<file path="src/rtl/axis_output_pipe_if.sv">
// axis_output_pipe_if
//   One AXI-Stream channel: valid/ready handshake with last, data and keep.
//   DATA_W : tdata width in bits
//   KEEP_W : tkeep width (one bit per word)
//   master : drives tvalid/tlast/tdata/tkeep, receives tready
//   slave  : receives tvalid/tlast/tdata/tkeep, drives tready
interface axis_output_pipe_if #(
  parameter int DATA_W = 32,
  parameter int KEEP_W = 4
);
  logic              tvalid;
  logic              tready;
  logic              tlast;
  logic [DATA_W-1:0] tdata;
  logic [KEEP_W-1:0] tkeep;

  modport master (output tvalid, output tlast, output tdata, output tkeep, input tready);
  modport slave  (input tvalid, input tlast, input tdata, input tkeep, output tready);
endinterface

</file>
<file path="src/rtl/axis_output_pipe.sv">
// axis_output_pipe
//   Width converter from the wide conv-engine result stream to the narrow
//   DMA stream. One wide beat is held in a register buffer and emitted as
//   RATIO = IN_WORDS/OUT_WORDS narrow slices, lowest words first.
//   aclk         : clock, all logic on the rising edge
//   areset       : synchronous active-high reset
//   s_axis       : wide input stream  (WORD_WIDTH*IN_WORDS data, IN_WORDS keep)
//   m_axis       : narrow output stream (WORD_WIDTH*OUT_WORDS data, OUT_WORDS keep)
//   debug_config : {packet_count[15:0], beat_count[15:0]} of output handshakes
module axis_output_pipe #(
  parameter int WORD_WIDTH = 8,
  parameter int IN_WORDS   = 16,
  parameter int OUT_WORDS  = 4
) (
  input  logic                aclk,
  input  logic                areset,
  axis_output_pipe_if.slave   s_axis,
  axis_output_pipe_if.master  m_axis,
  output logic [31:0]         debug_config
);

  localparam int RATIO    = IN_WORDS / OUT_WORDS;
  localparam int CW       = (RATIO > 1) ? $clog2(RATIO) : 1;
  localparam int IN_BITS  = WORD_WIDTH * IN_WORDS;
  localparam int OUT_BITS = WORD_WIDTH * OUT_WORDS;
  localparam logic [CW-1:0] LAST_SLICE = CW'(RATIO - 1);

  logic [IN_BITS-1:0]   data_q, data_d;
  logic [IN_WORDS-1:0]  keep_q, keep_d;
  logic                 last_q, last_d;
  logic                 full_q, full_d;
  logic [CW-1:0]        cnt_q, cnt_d;
  logic [15:0]          beat_cnt_q, beat_cnt_d;
  logic [15:0]          pkt_cnt_q, pkt_cnt_d;

  logic [OUT_BITS-1:0]  slice_data_s;
  logic [OUT_WORDS-1:0] slice_keep_s;
  logic                 last_slice_s;
  logic                 m_last_s;
  logic                 out_hs_s;
  logic                 in_hs_s;
  logic                 s_ready_s;

  // Slice mux and handshake decode; output side depends only on registers.
  always_comb begin
    slice_data_s = data_q[int'(cnt_q) * OUT_BITS +: OUT_BITS];
    slice_keep_s = keep_q[int'(cnt_q) * OUT_WORDS +: OUT_WORDS];
    last_slice_s = (cnt_q == LAST_SLICE);
    m_last_s     = full_q && last_slice_s && last_q;
    out_hs_s     = full_q && m_axis.tready;
    // Accepting on the final slice handshake lets wide beats stream without a bubble.
    s_ready_s    = !full_q || (out_hs_s && last_slice_s);
    in_hs_s      = s_axis.tvalid && s_ready_s;
  end

  // Next-state for buffer, slice counter and debug counters.
  always_comb begin
    data_d     = data_q;
    keep_d     = keep_q;
    last_d     = last_q;
    full_d     = full_q;
    cnt_d      = cnt_q;
    beat_cnt_d = beat_cnt_q;
    pkt_cnt_d  = pkt_cnt_q;

    if (in_hs_s) begin
      // A load always wins: either the buffer was empty or its last slice leaves now.
      data_d = s_axis.tdata;
      keep_d = s_axis.tkeep;
      last_d = s_axis.tlast;
      full_d = 1'b1;
      cnt_d  = {CW{1'b0}};
    end else if (out_hs_s) begin
      if (last_slice_s) begin
        full_d = 1'b0;
        cnt_d  = {CW{1'b0}};
      end else begin
        cnt_d  = cnt_q + CW'(1);
      end
    end else begin
      full_d = full_q;
    end

    if (out_hs_s) begin
      beat_cnt_d = beat_cnt_q + 16'd1;
      if (m_last_s) begin
        pkt_cnt_d = pkt_cnt_q + 16'd1;
      end else begin
        pkt_cnt_d = pkt_cnt_q;
      end
    end else begin
      beat_cnt_d = beat_cnt_q;
    end
  end

  // State registers with synchronous reset.
  always_ff @(posedge aclk) begin
    if (areset) begin
      data_q     <= '0;
      keep_q     <= '0;
      last_q     <= 1'b0;
      full_q     <= 1'b0;
      cnt_q      <= {CW{1'b0}};
      beat_cnt_q <= 16'd0;
      pkt_cnt_q  <= 16'd0;
    end else begin
      data_q     <= data_d;
      keep_q     <= keep_d;
      last_q     <= last_d;
      full_q     <= full_d;
      cnt_q      <= cnt_d;
      beat_cnt_q <= beat_cnt_d;
      pkt_cnt_q  <= pkt_cnt_d;
    end
  end

  assign s_axis.tready = s_ready_s;
  assign m_axis.tvalid = full_q;
  assign m_axis.tdata  = slice_data_s;
  assign m_axis.tkeep  = slice_keep_s;
  assign m_axis.tlast  = m_last_s;
  assign debug_config  = {pkt_cnt_q, beat_cnt_q};

endmodule

</file>
<file path="src/flat_wrapper.sv">
// flat-port wrapper written by rule: the top's interface ports become plain ports
module axis_output_pipe_flat 
#(
  parameter int WORD_WIDTH = 8,
  parameter int IN_WORDS   = 16,
  parameter int OUT_WORDS  = 4
)
  (aclk, areset, debug_config, s_axis_tvalid, s_axis_tlast, s_axis_tdata, s_axis_tkeep, s_axis_tready, m_axis_tvalid, m_axis_tlast, m_axis_tdata, m_axis_tkeep, m_axis_tready);
  axis_output_pipe_if #(.DATA_W((8)*(16)), .KEEP_W((16))) s_axis_i ();
  axis_output_pipe_if #(.DATA_W((8)*(4)), .KEEP_W((4))) m_axis_i ();
  input  logic aclk;
  input  logic areset;
  output logic [31:0] debug_config;
  input wire logic [$bits(s_axis_i.tvalid)-1:0] s_axis_tvalid;
  input wire logic [$bits(s_axis_i.tlast)-1:0] s_axis_tlast;
  input wire logic [$bits(s_axis_i.tdata)-1:0] s_axis_tdata;
  input wire logic [$bits(s_axis_i.tkeep)-1:0] s_axis_tkeep;
  output wire logic [$bits(s_axis_i.tready)-1:0] s_axis_tready;
  output wire logic [$bits(m_axis_i.tvalid)-1:0] m_axis_tvalid;
  output wire logic [$bits(m_axis_i.tlast)-1:0] m_axis_tlast;
  output wire logic [$bits(m_axis_i.tdata)-1:0] m_axis_tdata;
  output wire logic [$bits(m_axis_i.tkeep)-1:0] m_axis_tkeep;
  input wire logic [$bits(m_axis_i.tready)-1:0] m_axis_tready;
  assign s_axis_i.tvalid = s_axis_tvalid;
  assign s_axis_i.tlast = s_axis_tlast;
  assign s_axis_i.tdata = s_axis_tdata;
  assign s_axis_i.tkeep = s_axis_tkeep;
  assign s_axis_tready = s_axis_i.tready;
  assign m_axis_tvalid = m_axis_i.tvalid;
  assign m_axis_tlast = m_axis_i.tlast;
  assign m_axis_tdata = m_axis_i.tdata;
  assign m_axis_tkeep = m_axis_i.tkeep;
  assign m_axis_i.tready = m_axis_tready;
  axis_output_pipe #(.WORD_WIDTH(WORD_WIDTH), .IN_WORDS(IN_WORDS), .OUT_WORDS(OUT_WORDS)) u_core (.aclk(aclk), .areset(areset), .s_axis(s_axis_i), .m_axis(m_axis_i), .debug_config(debug_config));
endmodule
</file>
<file path="config.mk">
export PLATFORM = sky130hd
export DESIGN_NAME = axis_output_pipe_flat
export DESIGN_NICKNAME = d
export VERILOG_FILES = /design/src/rtl/axis_output_pipe_if.sv /design/src/rtl/axis_output_pipe.sv /design/src/flat_wrapper.sv
export SDC_FILE = /design/constraint.sdc
export NUM_CORES = 1
export LEC_CHECK = 0
export CELL_PAD_IN_SITES_DETAIL_PLACEMENT = 0
export CELL_PAD_IN_SITES_GLOBAL_PLACEMENT = 2
export CORE_ASPECT_RATIO = 0.5
export CORE_MARGIN = 1
export CORE_UTILIZATION = 29
export CTS_CLUSTER_DIAMETER = 120
export DETAILED_ROUTE_END_ITERATION = 6
export HOLD_SLACK_MARGIN = 0.12
export PLACE_DENSITY_LB_ADDON = 0.3
export SLEW_MARGIN = 0
export SYNTH_ARGS = -nofsm -noshare
export SYNTH_HDL_FRONTEND = slang
export SYNTH_SLANG_ARGS = --single-unit
</file>
<file path="constraint.sdc">
create_clock -name aclk -period 5.5 [get_ports aclk]
set_input_delay 1.375 -clock aclk [delete_from_list [all_inputs] [get_ports aclk]]
set_output_delay 1.375 -clock aclk [all_outputs]
set_load 0.02 [all_outputs]
</file>
-- After elaboration in Yosys (flattened, before gate mapping)
Cells that the tools add are included.
- add/subtract/negate cells: 3
- equality and inequality tests: 1
- shift operators: 2
- muxes and demuxes: 4
- reductions and logical operators: 12
- operator list (cell ; count):
    variable part select 128 x 8 -> 32 bit ; 1
    adder 16 x 1 -> 16 bit (second input constant) ; 2
    variable part select 16 x 5 -> 4 bit ; 1
    logical AND 1 bit ; 5
    AND reduction 2 bit ; 2
    nonzero test 2 bit ; 2
    two-way mux 1 bit ; 3
    adder 2 x 1 -> 2 bit (second input constant) ; 1
    == test 2 bit (second input constant) ; 1
    two-way mux 2 bit ; 1
    OR reduction 2 bit ; 1
    zero test 1 bit ; 1
    logical OR 1 bit ; 1
- bits in registers: 180
- input bits: 149
- word-level logic and storage cells: 29

-- Longest topological paths before layout
- depth in word-level cells: 6
- depth in mapped cells: 7
- mapped depth without buffers: 5

-- Worst setup path after synthesis
Ideal clock, no wire load.
- path type: in2out
- from: input port m_axis_tready
- to: output port s_axis_tready
- arrival time: 1.635 ns
- data required time: 4.125 ns
- slack: 2.490 ns
- stages: 1
- path buffers: 0
- cells stage by stage: a21bo_1
- longest elaborated chain between the ends: 3
- RTL lines (element ; line ; text):
    start, declared ; flat_wrapper.sv:23 ; input wire logic [$bits(m_axis_i.tready)-1:0] m_axis_tready;
    logical AND 1 bit ; axis_output_pipe.sv:50 ; out_hs_s = full_q && m_axis.tready;
    logical AND 1 bit ; axis_output_pipe.sv:52 ; s_ready_s = !full_q || (out_hs_s && last_slice_s);
    logical OR 1 bit ; axis_output_pipe.sv:52 ;
    end, declared ; flat_wrapper.sv:18 ; output wire logic [$bits(s_axis_i.tready)-1:0] s_axis_tready;
No other way between the ends.

-- Final worst setup path
Ends and elaborated chain as after synthesis.

==> report_table.html <==
<table>
<tr><th>Metric</th><th>Value</th></tr>
<tr><th colspan="2">Power and ir drop</th></tr>
<tr><td>Clock network fraction of total power</td><td>40.9%</td></tr>
<tr><td>Share of total power in sequential cells</td><td>47.1%</td></tr>
<tr><td>Largest vdd supply drop</td><td>0.203 mV</td></tr>
<tr><td>Leak Pwr</td><td>3.63 nW</td></tr>
<tr><td>Combinational fraction of design power</td><td>12.0%</td></tr>
<tr><td>P_sw</td><td>0.716 mW</td></tr>
<tr><td>Internal portion of total power</td><td>2.26 mW</td></tr>
<tr><td>Power, Total</td><td>2.98 mW</td></tr>
<tr><td>Pwr dens</td><td>287 nW/um^2</td></tr>
<tr><td>Net switching share of the total power</td><td>24.0%</td></tr>
<tr><th colspan="2">Routing</th></tr>
<tr><td>Number of remaining DRC errors</td><td>0</td></tr>
<tr><td>Routed wirelength normalized by instance count</td><td>15.1 um</td></tr>
<tr><td>DRT Wirelength</td><td>20800 um</td></tr>
<tr><td>Pre-antenna DRT Iters</td><td>4</td></tr>
<tr><td>Vias</td><td>6464</td></tr>
<tr><td>Post-DR vias/cell</td><td>4.68</td></tr>
<tr><td>Detailed Route Iter0 Violations</td><td>354</td></tr>
<tr><td>Routed Antenna Nets</td><td>0</td></tr>
<tr><th colspan="2">Timing</th></tr>
<tr><td>RSZ-0062 raised after global routing</td><td>false</td></tr>
<tr><td>Timing-limited maximum frequency</td><td>234 MHz</td></tr>
<tr><td>Max_slew headroom</td><td>24.3%</td></tr>
<tr><td>Part of the cycle the worst path needs</td><td>77.7%</td></tr>
<tr><td>Actual slew at the worst max-slew pin</td><td>1130 ps</td></tr>
<tr><td>Fin. Hold Viols</td><td>0</td></tr>
<tr><td>Number of pins with negative max-slew slack in the final report</td><td>0</td></tr>
<tr><td>Clock Skews</td><td>9.46 ps</td></tr>
<tr><td>Final Setup Violations</td><td>0</td></tr>
<tr><td>Total Negative Setup Slacks</td><td>0 ps</td></tr>
<tr><td>Final critical delay including setup and external delays</td><td>4280 ps</td></tr>
<tr><th colspan="2">Worst hold path</th></tr>
<tr><td>Hold-critical path depth</td><td>2</td></tr>
<tr><td>Class of the tightest hold or removal check</td><td>flip-flop to flip-flop</td></tr>
<tr><th colspan="2">Floorplanning</th></tr>
<tr><td>Row count</td><td>40</td></tr>
<tr><td>Die outline height</td><td>115 um</td></tr>
<tr><td>Area of the core</td><td>24500 um^2</td></tr>
<tr><td>Area of the die</td><td>26100 um^2</td></tr>
<tr><td>Chip Width</td><td>227 um</td></tr>
<tr><td>Boundary pin count</td><td>220</td></tr>
<tr><td>Starting density of the core</td><td>30.1%</td></tr>
<tr><th colspan="2">Finish</th></tr>
<tr><td>Fillcell total</td><td>2394</td></tr>
<tr><td>Fraction of the core area covered by cells at the end of the flow</td><td>42.3%</td></tr>
<tr><td>Design area</td><td>10400 um^2</td></tr>
<tr><td>Proportion of layout cells with a drive suffix above 1</td><td>7.66%</td></tr>
<tr><td>Synthesis-to-layout area growth</td><td>40.7%</td></tr>
<tr><td>Antenna diodes</td><td>0</td></tr>
<tr><td>Final net count</td><td>1184</td></tr>
<tr><th colspan="2">Global route</th></tr>
<tr><td>Global route overflow</td><td>0</td></tr>
<tr><td>Largest net degree at the start of global routing</td><td>146</td></tr>
<tr><td>Total global routing track utilization</td><td>16.2%</td></tr>
<tr><td>Wire length of the first global-routing pass</td><td>32800 um</td></tr>
<tr><td>Via count of the first global-routing pass</td><td>6338</td></tr>
<tr><td>Antenna violations before repair</td><td>0</td></tr>
<tr><th colspan="2">Synth</th></tr>
<tr><td>Number of warnings reported in the yosys synthesis log</td><td>0</td></tr>
<tr><td>Largest area contributor in the synthesized netlist</td><td>sky130_fd_sc_hd__dfxtp_1</td></tr>
<tr><td>Dominant cells by area after synthesis</td><td>sky130_fd_sc_hd__dfxtp_1 49%, sky130_fd_sc_hd__nand2_1 15%, sky130_fd_sc_hd__mux4_2 11%</td></tr>
<tr><td>Summed instance area of the synthesized netlist</td><td>7370 um^2</td></tr>
<tr><td>FF+latch count, synth</td><td>180</td></tr>
<tr><td>Portion of the post-synthesis area used by sequential elements</td><td>48.9%</td></tr>
<tr><td>Area share of the largest cell type after synthesis</td><td>48.9%</td></tr>
<tr><td>Compound-Gate Fraction of Synth Area</td><td>11.3%</td></tr>
<tr><td>Gate Count Post-Synth</td><td>851</td></tr>
<tr><td>Dominant combinational cell family by area after synthesis</td><td>simple AND/OR/NAND/NOR gates</td></tr>
<tr><td>Number of library cell types mapped by synthesis</td><td>40</td></tr>
<tr><td>Simple logic cell fraction of the synthesized area</td><td>21.4%</td></tr>
<tr><td>Post-Synth Adder-Cell Area</td><td>0.510%</td></tr>
<tr><td>Post-synthesis average cell area</td><td>8.66 um^2</td></tr>
<tr><td>XOR/XNOR Fraction of Synth Area</td><td>2.26%</td></tr>
<tr><td>Net count after synthesis</td><td>1003</td></tr>
<tr><td>Multiplexer fraction of the synthesized cell area</td><td>11.8%</td></tr>
<tr><th colspan="2">Placed design</th></tr>
<tr><td>Placer congestion estimate</td><td>0.745</td></tr>
<tr><td>Total of buffers placed on input and output ports</td><td>219</td></tr>
<tr><td>Area after detailed placement</td><td>9780 um^2</td></tr>
<tr><td>Total half-perimeter wirelength after legalization and detailed placement</td><td>13700 um</td></tr>
<tr><th colspan="2">Clock network</th></tr>
<tr><td>Post-CTS Hold Fix Bufs</td><td>0</td></tr>
<tr><td>Total clock sinks</td><td>180</td></tr>
<tr><td>Number of levels in the clock H-tree</td><td>4</td></tr>
<tr><td>Number of buffers added by the clock tree synthesis step</td><td>17</td></tr>
<tr><td>Clock tree from TritonCTS</td><td>built</td></tr>
<tr><td>Clock root buffer master</td><td>sky130_fd_sc_hd__clkbuf_16</td></tr>
<tr><td>CTS clock-pin slew for the worst setup and hold paths</td><td>60 ps</td></tr>
<tr><td>Post-cts sizing count</td><td>0</td></tr>
<tr><td>Clock insertion delay at the later pin of the skew report</td><td>430 ps</td></tr>
<tr><td>Clk buf depth</td><td>2</td></tr>
<tr><td>Post-CTS setup buffer count</td><td>0</td></tr>
<tr><th colspan="2">Setup path</th></tr>
<tr><td>Highest net fanout along the worst path</td><td>7</td></tr>
<tr><td>Critical path endpoint category</td><td>output pin</td></tr>
<tr><td>Max incr delay on CP</td><td>640 ps</td></tr>
<tr><td>CP cell instances</td><td>clkdlybuf4s50_1 -&gt; a21bo_1 -&gt; clkdlybuf4s50_1</td></tr>
<tr><td>Classification of the worst setup path</td><td>input pin to output pin</td></tr>
<tr><td>Data arrival at the endpoint of the critical path</td><td>2900 ps</td></tr>
<tr><td>Worst Path Required</td><td>4120 ps</td></tr>
<tr><td>Cell type with the highest occurrence count on the critical path</td><td>sky130_fd_sc_hd__clkdlybuf4s50_1</td></tr>
<tr><td>Cell count of the worst reg-to-reg path</td><td>6</td></tr>
<tr><td>Crit path launch type</td><td>input pin</td></tr>
<tr><td>Critical Path Slowest Stage Cell</td><td>sky130_fd_sc_hd__clkdlybuf4s50_1</td></tr>
<tr><th colspan="2">Outcome</th></tr>
<tr><td>Run status</td><td>finished, final reports clean</td></tr>
<tr><th colspan="2">Run</th></tr>
<tr><td>Number of violations of the max-capacitance limit</td><td>0</td></tr>
</table>
## sequential cells by signal, summed over array words and instances, names as in the netlist
signal                count
u_core.last_q             1
u_core.cnt_q              2
u_core.keep_q            16
u_core.pkt_cnt_q         16
u_core.beat_cnt_q        16
u_core.m_axis.tvalid      1
u_core.data_q           128
## layout make-up
| cell class | instances | area (um^2) | share of cell area (%) |
|---|---|---|---|
| inverters | 5 | 18.8 | 0.181 |
| well taps | 336 | 420 | 4.06 |
| clock buffers | 23 | 478 | 4.61 |
| multi-input cells | 605 | 3490 | 33.7 |
| repair buffers | 223 | 2250 | 21.7 |
| flip-flops and latches | 180 | 3610 | 34.8 |
| clock inverters | 8 | 101 | 0.978 |
## power groups by stage
stage                     registers, mW  clock network (mW)  logic, mW
after floorplan                    1.42                   0      0.187
after global placement             1.43                   0      0.360
after detailed placement           1.43                   0      0.362
after CTS                          1.40                1.26      0.363
after global routing               1.41                1.31      0.391
final                              1.40                1.22      0.357
## logic make-up after synthesis
| group | after synthesis |
|---|---|
| DFF | 180 |
| buffers and inverters | 66 |
| xor gates and xnor gates | 19 |
| muxes | 41 |
| AOI/OAI and AO/OA | 164 |
| and+or+nand+nor | 378 |
| adders and majority gates | 3 |
## per-layer routing
| layer | GRT usage [%] | share of wire, % |
|---|---|---|
| met1 | 19.8 | 46 |
| met2 | 28.5 | 50 |
| met5 | 0 | 0 |
| met4 | 5.23 | 1.2 |
| met3 | 3.64 | 3.5 |
## per-stage QoR
stage	instances	setup slack, ps	hold WS [ps]
2_1_floorplan	851	2490	433
5_1_grt	1380	1150	467
4_1_cts	1380	1210	453
6_report	1380	1220	453
3_3_place_gp	1349	1230	439
3_5_place_dp	1349	1210	444
## worst max-delay path: cells and delay by family
kind,cells,cell delay [ps]
AOI/OAI and AO/OA,1,250
buffers and inverters,2,1270
## worst paths after layout
kind                                         from                              end  slack [ps]
setup / recovery                    m_axis_tready                    s_axis_tready        1220
hold / removal    u_core.data_q[123]$_SDFFE_PP0P_  u_core.data_q[123]$_SDFFE_PP0P_         450
setup reg to reg     u_core.cnt_q[0]$_SDFFE_PP0P_   u_core.data_q[82]$_SDFFE_PP0P_        2430
hold reg to reg   u_core.data_q[123]$_SDFFE_PP0P_  u_core.data_q[123]$_SDFFE_PP0P_         450
## cell usage after synthesis, drive strengths merged
cell type and count:
inv 5, and4 4, nor4 3, o21ai 4, mux2 4, nor3 7, nand2 302, clkbuf 33
mux4 36, dfxtp 180, and3 3, o31ai 2, a21oi 156, a21bo 1, nor2 24, ha 3
mux2i 1, buf 28, or4 2, nand3b 1, nor3b 1, nand4 10, nand3 9, and2 1
xnor2 9, or2 2, or3 5, o41ai 1, nor2b 4, xor2 10
## cells in the final DEF (no fill, tap or decap), types with 2 or more instances in the layout
| cell type | count |
|---|---|
| sky130_fd_sc_hd__a21oi_1 | 156 |
| sky130_fd_sc_hd__and3_1 | 3 |
| sky130_fd_sc_hd__and4_1 | 4 |
| sky130_fd_sc_hd__buf_12 | 2 |
| sky130_fd_sc_hd__buf_4 | 2 |
| sky130_fd_sc_hd__bufinv_16 | 2 |
| sky130_fd_sc_hd__clkbuf_1 | 3 |
| sky130_fd_sc_hd__clkbuf_16 | 17 |
| sky130_fd_sc_hd__clkbuf_8 | 3 |
| sky130_fd_sc_hd__clkdlybuf4s50_1 | 218 |
| sky130_fd_sc_hd__clkinv_2 | 2 |
| sky130_fd_sc_hd__clkinvlp_4 | 3 |
| sky130_fd_sc_hd__dfxtp_1 | 178 |
| sky130_fd_sc_hd__ha_1 | 3 |
| sky130_fd_sc_hd__inv_1 | 5 |
| sky130_fd_sc_hd__mux2_2 | 3 |
| sky130_fd_sc_hd__mux4_2 | 36 |
| sky130_fd_sc_hd__nand2_1 | 301 |
| sky130_fd_sc_hd__nand3_1 | 9 |
| sky130_fd_sc_hd__nand4_1 | 8 |
| sky130_fd_sc_hd__nor2_1 | 24 |
| sky130_fd_sc_hd__nor2b_1 | 4 |
| sky130_fd_sc_hd__nor3_1 | 7 |
| sky130_fd_sc_hd__nor4_1 | 2 |
| sky130_fd_sc_hd__o21ai_0 | 4 |
| sky130_fd_sc_hd__o31ai_1 | 2 |
| sky130_fd_sc_hd__or3_1 | 4 |
| sky130_fd_sc_hd__or4_1 | 2 |
| sky130_fd_sc_hd__xnor2_1 | 9 |
| sky130_fd_sc_hd__xor2_1 | 10 |
(Power assumes the default switching activity.)
